**src/rtl/roseace_pkg.sv**
```systemverilog
// Shared types and constants for the rose-ace polar coordinate path.
// ROM field layout, quadrant encoding, coordinate bundle, rotation helper.
package roseace_pkg;

    localparam int ANGLE_W    = 9;
    localparam int LED_W      = 8;
    localparam int COORD_W    = 9;
    localparam int ROM_ADDR_W = 15;
    localparam int ROM_DATA_W = 20;

    localparam int ROM_X_LSB   = 0;
    localparam int ROM_Y_LSB   = 8;
    localparam int ROM_FIELD_W = 8;

    localparam int FIFO_DEPTH = 4;

    typedef enum logic [1:0] {
        Q0 = 2'd0,
        Q1 = 2'd1,
        Q2 = 2'd2,
        Q3 = 2'd3
    } quadrant_t;

    typedef struct packed {
        logic signed [COORD_W-1:0] x;
        logic signed [COORD_W-1:0] y;
        logic [LED_W-1:0]          led;
        logic                      last;
    } coord_t;

    // Quadrant-local (x, y) are magnitudes 0..255; rotation by q*90 deg
    // keeps the result within -255..255, so 9 signed bits always suffice.
    function automatic coord_t rotate(
        input quadrant_t              q,
        input logic [ROM_FIELD_W-1:0] xr,
        input logic [ROM_FIELD_W-1:0] yr,
        input logic [LED_W-1:0]       led,
        input logic                   last
    );
        coord_t                    c;
        logic signed [COORD_W-1:0] px;
        logic signed [COORD_W-1:0] py;
        px     = {1'b0, xr};
        py     = {1'b0, yr};
        c.led  = led;
        c.last = last;
        unique case (q)
            Q0: begin c.x = px;  c.y = py;  end
            Q1: begin c.x = -py; c.y = px;  end
            Q2: begin c.x = -px; c.y = -py; end
            Q3: begin c.x = py;  c.y = -px; end
            default: begin c.x = px; c.y = py; end
        endcase
        return c;
    endfunction

endpackage

```
**src/rtl/coord_fifo.sv**
```systemverilog
// 4-entry synchronous FIFO of coord_t with asynchronous active-high reset.
// Ports: push/wdata in, pop/rdata out (head always visible), full, empty, occ.
module coord_fifo
    import roseace_pkg::*;
(
    input  logic       clk,
    input  logic       rst,
    input  logic       push,
    input  coord_t     wdata,
    input  logic       pop,
    output coord_t     rdata,
    output logic       full,
    output logic       empty,
    output logic [2:0] occ
);

    coord_t     mem_q [FIFO_DEPTH];
    logic [1:0] wr_q;
    logic [1:0] rd_q;
    logic [2:0] cnt_q;
    logic [2:0] cnt_d;

    assign rdata = mem_q[rd_q];
    assign occ   = cnt_q;
    assign full  = (cnt_q == 3'(FIFO_DEPTH));
    assign empty = (cnt_q == 3'd0);

    always_comb begin
        cnt_d = cnt_q;
        unique case ({push, pop})
            2'b10:   cnt_d = cnt_q + 3'd1;
            2'b01:   cnt_d = cnt_q - 3'd1;
            default: cnt_d = cnt_q;
        endcase
    end

    always_ff @(posedge clk or posedge rst) begin
        if (rst) begin
            for (int i = 0; i < FIFO_DEPTH; i++) begin
                mem_q[i] <= '0;
            end
            wr_q  <= '0;
            rd_q  <= '0;
            cnt_q <= '0;
        end else begin
            if (push) begin
                mem_q[wr_q] <= wdata;
                wr_q        <= wr_q + 2'd1;
            end
            if (pop) begin
                rd_q <= rd_q + 2'd1;
            end
            cnt_q <= cnt_d;
        end
    end

    // The upstream credit rule makes both of these unreachable.
    a_no_overflow : assert property (
        @(posedge clk) disable iff (rst) !(push && full));
    a_no_underflow : assert property (
        @(posedge clk) disable iff (rst) !(pop && empty));

endmodule

```
**src/rtl/polar_coord_fetch.sv**
```systemverilog
// Sweeps all LED indices per angular step through the precalc ROM, rotates
// into the right quadrant and streams signed centre-relative coordinates.
// Ports: start/angle in, rom_addr/rom_data ROM side, out_* valid/ready
// stream, busy during a sweep, done one-cycle pulse at sweep end.
module polar_coord_fetch
    import roseace_pkg::*;
#(
    parameter int NLEDS = 256
) (
    input  logic                      clk,
    input  logic                      rst,
    input  logic                      start,
    input  logic [ANGLE_W-1:0]        angle,
    output logic [ROM_ADDR_W-1:0]     rom_addr,
    input  logic [ROM_DATA_W-1:0]     rom_data,
    output logic                      out_valid,
    input  logic                      out_ready,
    output logic signed [COORD_W-1:0] out_x,
    output logic signed [COORD_W-1:0] out_y,
    output logic [LED_W-1:0]          out_led,
    output logic                      out_last,
    output logic                      busy,
    output logic                      done
);

    typedef enum logic [1:0] {
        IDLE  = 2'd0,
        ISSUE = 2'd1,
        DRAIN = 2'd2
    } state_t;

    localparam logic [LED_W-1:0] LAST_LED = LED_W'(NLEDS - 1);

    state_t               state_q, state_d;
    logic [ANGLE_W-1:0]   angle_q, angle_d;
    logic [LED_W-1:0]     led_q, led_d;
    logic [ROM_ADDR_W-1:0] addr_q;

    // Tag pipeline: stage 1 pairs with the address register,
    // stage 2 with the ROM output register.
    logic                 v1_q, v2_q;
    logic [LED_W-1:0]     led1_q, led2_q;
    quadrant_t            qd1_q, qd2_q;

    logic                 issue;
    logic [LED_W-1:0]     iss_led;
    logic [1:0]           inflight;
    logic [3:0]           used;
    logic                 credit_ok;

    logic                 push, pop;
    coord_t               wdata, rdata;
    logic                 full, empty;
    logic [2:0]           occ;
    logic                 unused_rom_hi;

    assign inflight  = 2'(v1_q) + 2'(v2_q);
    assign used      = 4'(occ) + 4'(inflight);
    assign credit_ok = (used < 4'(FIFO_DEPTH));

    always_comb begin
        state_d = state_q;
        angle_d = angle_q;
        led_d   = led_q;
        issue   = 1'b0;
        iss_led = led_q;
        done    = 1'b0;
        unique case (state_q)
            IDLE: begin
                if (start) begin
                    // The first read goes out on the start edge itself.
                    angle_d = angle;
                    issue   = 1'b1;
                    iss_led = '0;
                end
            end
            ISSUE: begin
                if (credit_ok) begin
                    issue = 1'b1;
                end
            end
            DRAIN: begin
                if (inflight == 2'd0 && occ == 3'd0) begin
                    done    = 1'b1;
                    state_d = IDLE;
                end
            end
            default: state_d = IDLE;
        endcase
        if (issue) begin
            led_d   = iss_led + LED_W'(1);
            state_d = (iss_led == LAST_LED) ? DRAIN : ISSUE;
        end
    end

    always_ff @(posedge clk or posedge rst) begin
        if (rst) begin
            state_q <= IDLE;
            angle_q <= '0;
            led_q   <= '0;
            addr_q  <= '0;
            v1_q    <= 1'b0;
            v2_q    <= 1'b0;
            led1_q  <= '0;
            led2_q  <= '0;
            qd1_q   <= Q0;
            qd2_q   <= Q0;
        end else begin
            state_q <= state_d;
            angle_q <= angle_d;
            led_q   <= led_d;
            if (issue) begin
                addr_q <= {angle_d[6:0], iss_led};
                led1_q <= iss_led;
                qd1_q  <= quadrant_t'(angle_d[8:7]);
            end
            v1_q   <= issue;
            v2_q   <= v1_q;
            led2_q <= led1_q;
            qd2_q  <= qd1_q;
        end
    end

    assign push  = v2_q;
    assign wdata = rotate(qd2_q,
                          rom_data[ROM_X_LSB +: ROM_FIELD_W],
                          rom_data[ROM_Y_LSB +: ROM_FIELD_W],
                          led2_q,
                          led2_q == LAST_LED);
    assign unused_rom_hi = ^{rom_data[ROM_DATA_W-1:16], full};

    coord_fifo u_fifo (
        .clk   (clk),
        .rst   (rst),
        .push  (push),
        .wdata (wdata),
        .pop   (pop),
        .rdata (rdata),
        .full  (full),
        .empty (empty),
        .occ   (occ)
    );

    assign out_valid = !empty;
    assign pop       = out_valid && out_ready;
    assign out_x     = rdata.x;
    assign out_y     = rdata.y;
    assign out_led   = rdata.led;
    assign out_last  = rdata.last;
    assign rom_addr  = addr_q;
    assign busy      = (state_q != IDLE);

endmodule

```
**config.mk**
```make
export PLATFORM = sky130hd
export DESIGN_NAME = polar_coord_fetch
export DESIGN_NICKNAME = d
export VERILOG_FILES = /design/src/rtl/roseace_pkg.sv /design/src/rtl/coord_fifo.sv /design/src/rtl/polar_coord_fetch.sv
export SDC_FILE = /design/constraint.sdc
export NUM_CORES = 1
export LEC_CHECK = 0
export BUFFER_PORTS_ARGS = -buffer_cell sky130_fd_sc_hd__buf_4
export CAP_MARGIN = 10
export CORE_AREA = 2 2 129 131
export DETAILED_ROUTE_END_ITERATION = 8
export DIE_AREA = 0 0 131 133
export HOLD_SLACK_MARGIN = 0.08
export PLACE_DENSITY = 0.68
export SYNTH_ARGS = -nofsm -noshare
export SYNTH_HDL_FRONTEND = slang
export SYNTH_SLANG_ARGS = --single-unit
```
**constraint.sdc**
```tcl
create_clock -name clk -period 6.28 [get_ports clk]
set_clock_uncertainty 0.05 [all_clocks]
set_input_delay 0.628 -clock clk [delete_from_list [all_inputs] [get_ports clk]]
set_output_delay 0.628 -clock clk [all_outputs]
set_load 0.05 [all_outputs]
```
==> flow_metrics.env <==
export IMPL_final_cell_mix="217 x nand2_1, 163 x dfrtp_1, 82 x buf_4"
export IMPL_nets=844
export IMPL_clkSlewWorstSetupHoldPaths_ns=0.06
export IMPL_antenna_found_initial=0
export IMPL_grt_util_all_layers_pct=22.4
export IMPL_seq_area_mm2=0.00408
export IMPL_finalSetupViolCount=0
export IMPL_worstSetupPathType="reg -> out"
export IMPL_grt_max_degree=104
export IMPL_wl_per_cell_um=17.4
export IMPL_rows=47
export IMPL_worstPathArrival_ns=2.31
export IMPL_seq_area_frac_synth_pct=52.0
export IMPL_p_comb_share_pct=48.2
export IMPL_cts_path_max_buffers=2
export IMPL_power_frac_seq_pct=33.0
export IMPL_dp_hpwl_um=12000
export IMPL_cpMostUsedCell="buf_4"
export IMPL_internal_power_uw=3060
export IMPL_async_flop_share_pct=100
export IMPL_critPathMaxFanout=23
export IMPL_ys_ff_latch=163
export IMPL_grt_pass1_vias=5872
export IMPL_worstMarginPinSlew_ns=0.973
export IMPL_hp_class="reg -> reg"
export IMPL_die_area_mm2=0.0174
export IMPL_fp_coreArea_mm2=0.0162
export IMPL_yosysWarnings=0
export IMPL_insertion_delay_ns=0.42
export IMPL_fin_setup_tns_ns=0
export IMPL_swShare_pct=43.7
export IMPL_p_sw_uw=2380
export IMPL_final_area_mm2=0.00914
export IMPL_cts_buffers=17
export IMPL_htreeDepth=4
export IMPL_gp_congestion=0.819
export IMPL_synth_fp_nets=787
export IMPL_dp_cells=1000
export IMPL_layout_setup_ws_ns=3.29
export IMPL_finalCritPeriodShare_pct=47.6
export IMPL_pin_count=78
export IMPL_r2r_cells=4
export IMPL_cpMaxStageDelayCell="mux4_2"
export IMPL_slew_headroom_pct=35.1
export IMPL_final_common_cell="nand2_1"
export IMPL_worstPathCellList="buf_4 -> mux4_2 -> buf_4"
export IMPL_drc=0
export IMPL_maxCapViolCount=0
export IMPL_avgViaCountPerCell=5.66
export IMPL_synthDistinctLibCells=64
export IMPL_rsz0062_at_grt="no"
export IMPL_grt_pass1_wl_um=30400
export IMPL_drive_above_1_share_pct=22.4
export IMPL_power_density_mw_per_mm2=595
export IMPL_dpl_worst_slack_ns=3.71
export IMPL_avgSynthCellArea_um2=10.6
export IMPL_leakagePower_uw=0.00424
export IMPL_areaGrowthSynthToFinish_pct=16.5
export IMPL_finalWirelength_um=17900
export IMPL_stdcell_count=1031
export IMPL_ctsResizeCount=0
export IMPL_die_height_um=133
export IMPL_netlist_area_mm2=0.00785
export IMPL_min_delay_path_depth=0
export IMPL_utilization_pct=56.5
export IMPL_vias=5836
export IMPL_placed_area_mm2=0.00856
export IMPL_period_minus_slack_ns=2.99
export IMPL_fill_cells=1372
export IMPL_fmax_mhz=335
export IMPL_die_w_um=131
export IMPL_drtAntennaViolNets=0
export IMPL_r2r_slack_ns=3.85
export IMPL_peakVddDrop_uv=388
export IMPL_start_util_pct=48.5
export IMPL_hold_buffers=0
export IMPL_synth_flop_cell="dfrtp_1"
export IMPL_status="completed"
export IMPL_worstPathRequired_ns=5.60
export IMPL_power_frac_clock_pct=18.9
export IMPL_firstDrtPassIters=5
export IMPL_clock_sinks=163
export IMPL_multi_input_area_mm2=0.00351
export IMPL_start_kind="register"
export IMPL_portBuffers=73
export IMPL_maxSlewViolCount=0
export IMPL_root_buffer="clkbuf_16"
export IMPL_grt_ovfl_total=0
export IMPL_critical_path_max_stage_delay_ns=0.61
export IMPL_tritoncts="built"
export IMPL_critPathCaptureType="output pin"
export IMPL_hold_violations=0
export IMPL_synth_edf_count=0
export IMPL_n_antenna_cell=0
export IMPL_syn_inst=742
export IMPL_postCtsSetupRepairBufs=0
export IMPL_drt_iter0_drc=496
-- final timing paths --
path	to	startpoint
min reg2reg	qd2_q[0]	qd1_q[0]
max in group asynchronous	u_fifo.mem_q[93]	rst
max reg2reg	u_fifo.mem_q[52]	qd2_q[1]
min in group asynchronous	rom_addr[0]	rst
max	out_led[7]	u_fifo.rd_q[0]
min	qd2_q[0]	qd1_q[0]
-- worst max-delay path: cells and delay by family (launching register included) --
| kind | cells | cell delay, ns |
|---|---|---|
| muxes | 1 | 0.61 |
| DFF | 1 | 0.56 |
| buffers and inverters | 2 | 0.70 |
-- metrics by stage --
stage               hold WS [ns]  total power (µW)
finish                     0.327              5440
detailed placement         0.316              4450
global route               0.334              5790
global placement           0.314              4340
CTS                        0.331              5480
floorplan                  0.300              3730
-- power by group through the flow --
stage	combinational (µW)	sequential [µW]	clock, µW
3_5_place_dp	2640	1810	0
6_report	2620	1790	1030
3_3_place_gp	2570	1770	0
2_1_floorplan	1910	1810	0
4_1_cts	2650	1790	1040
5_1_grt	2840	1850	1100
-- sequential cells by signal (all words and copies together), names as in the netlist --
signal	count
angle_q	9
led2_q	8
led_q	8
push	1
qd1_q	2
qd2_q	2
rom_addr	15
state_q	2
u_fifo.mem_q	108
u_fifo.occ	3
u_fifo.rd_q	2
u_fifo.wr_q	2
v1_q	1
-- cells by family after synthesis --
family / after synthesis / synth area share, %
muxes: 61 / 12.8
DFF: 163 / 52.0
buffers and inverters: 62 / 3.30
xor gates and xnor gates: 13 / 1.45
AOI/OAI and AO/OA: 109 / 9.93
and+or+nand+nor: 322 / 18.6
adders and majority gates: 12 / 2.01
-- routing by layer --
metal / global-route usage [%] / vias to the layer above / wire length, µm
li1: - / 2709 / -
met1: 30.2 / 2945 / 7750
met2: 36.7 / 164 / 9070
met3: 5.05 / 18 / 912
met4: 6.15 / 0 / 210
met5: 0 / - / 0
-- cell type report --
type                    count  area share (%)
multi-input cells         517            38.5
inverters                  18           0.794
clock inverters            11            1.38
flip-flops and latches    163            44.6
repair buffers             82            6.74
well taps                 220            3.01
clock buffers              20            5.00
-- cell usage after synthesis (2+ instances only) --
library cell  instances  area share (%)
xnor2_1               8            0.89
or3_1                 3            0.24
a31oi_1               2            0.16
clkbuf_1             27             1.3
nand4_1               5            0.40
nor2b_1               4            0.32
a211o_1               2            0.22
o31ai_1              21             2.0
mux2_2               21             3.0
inv_1                16            0.77
a21oi_1               6            0.38
mux2i_1              10             1.3
xor2_1                5            0.56
and3_1                5            0.40
nand2_1             217              10
nor3b_1               2            0.19
o21ai_1              10            0.64
or3b_1                2            0.22
a41oi_1               4            0.45
nor4_4                3            0.81
nand2b_1              3            0.24
ha_1                 11             1.8
a211oi_1              5            0.48
mux4_2               29             8.3
dfrtp_1             163              52
nor3_1               10            0.64
and2_1                6            0.48
o211ai_1              5            0.48
buf_2                15            0.96
o21a_1                2            0.19
nand3_1               7            0.45
o21ai_0              27             1.7
nor2_1               41             2.0
o311ai_2              2            0.41
a2bb2oi_1             2            0.22
nand3b_1              2            0.19
inv_2                 2           0.096
a221oi_1             11             1.2
Note: power is estimated with default switching activity, not from simulation.
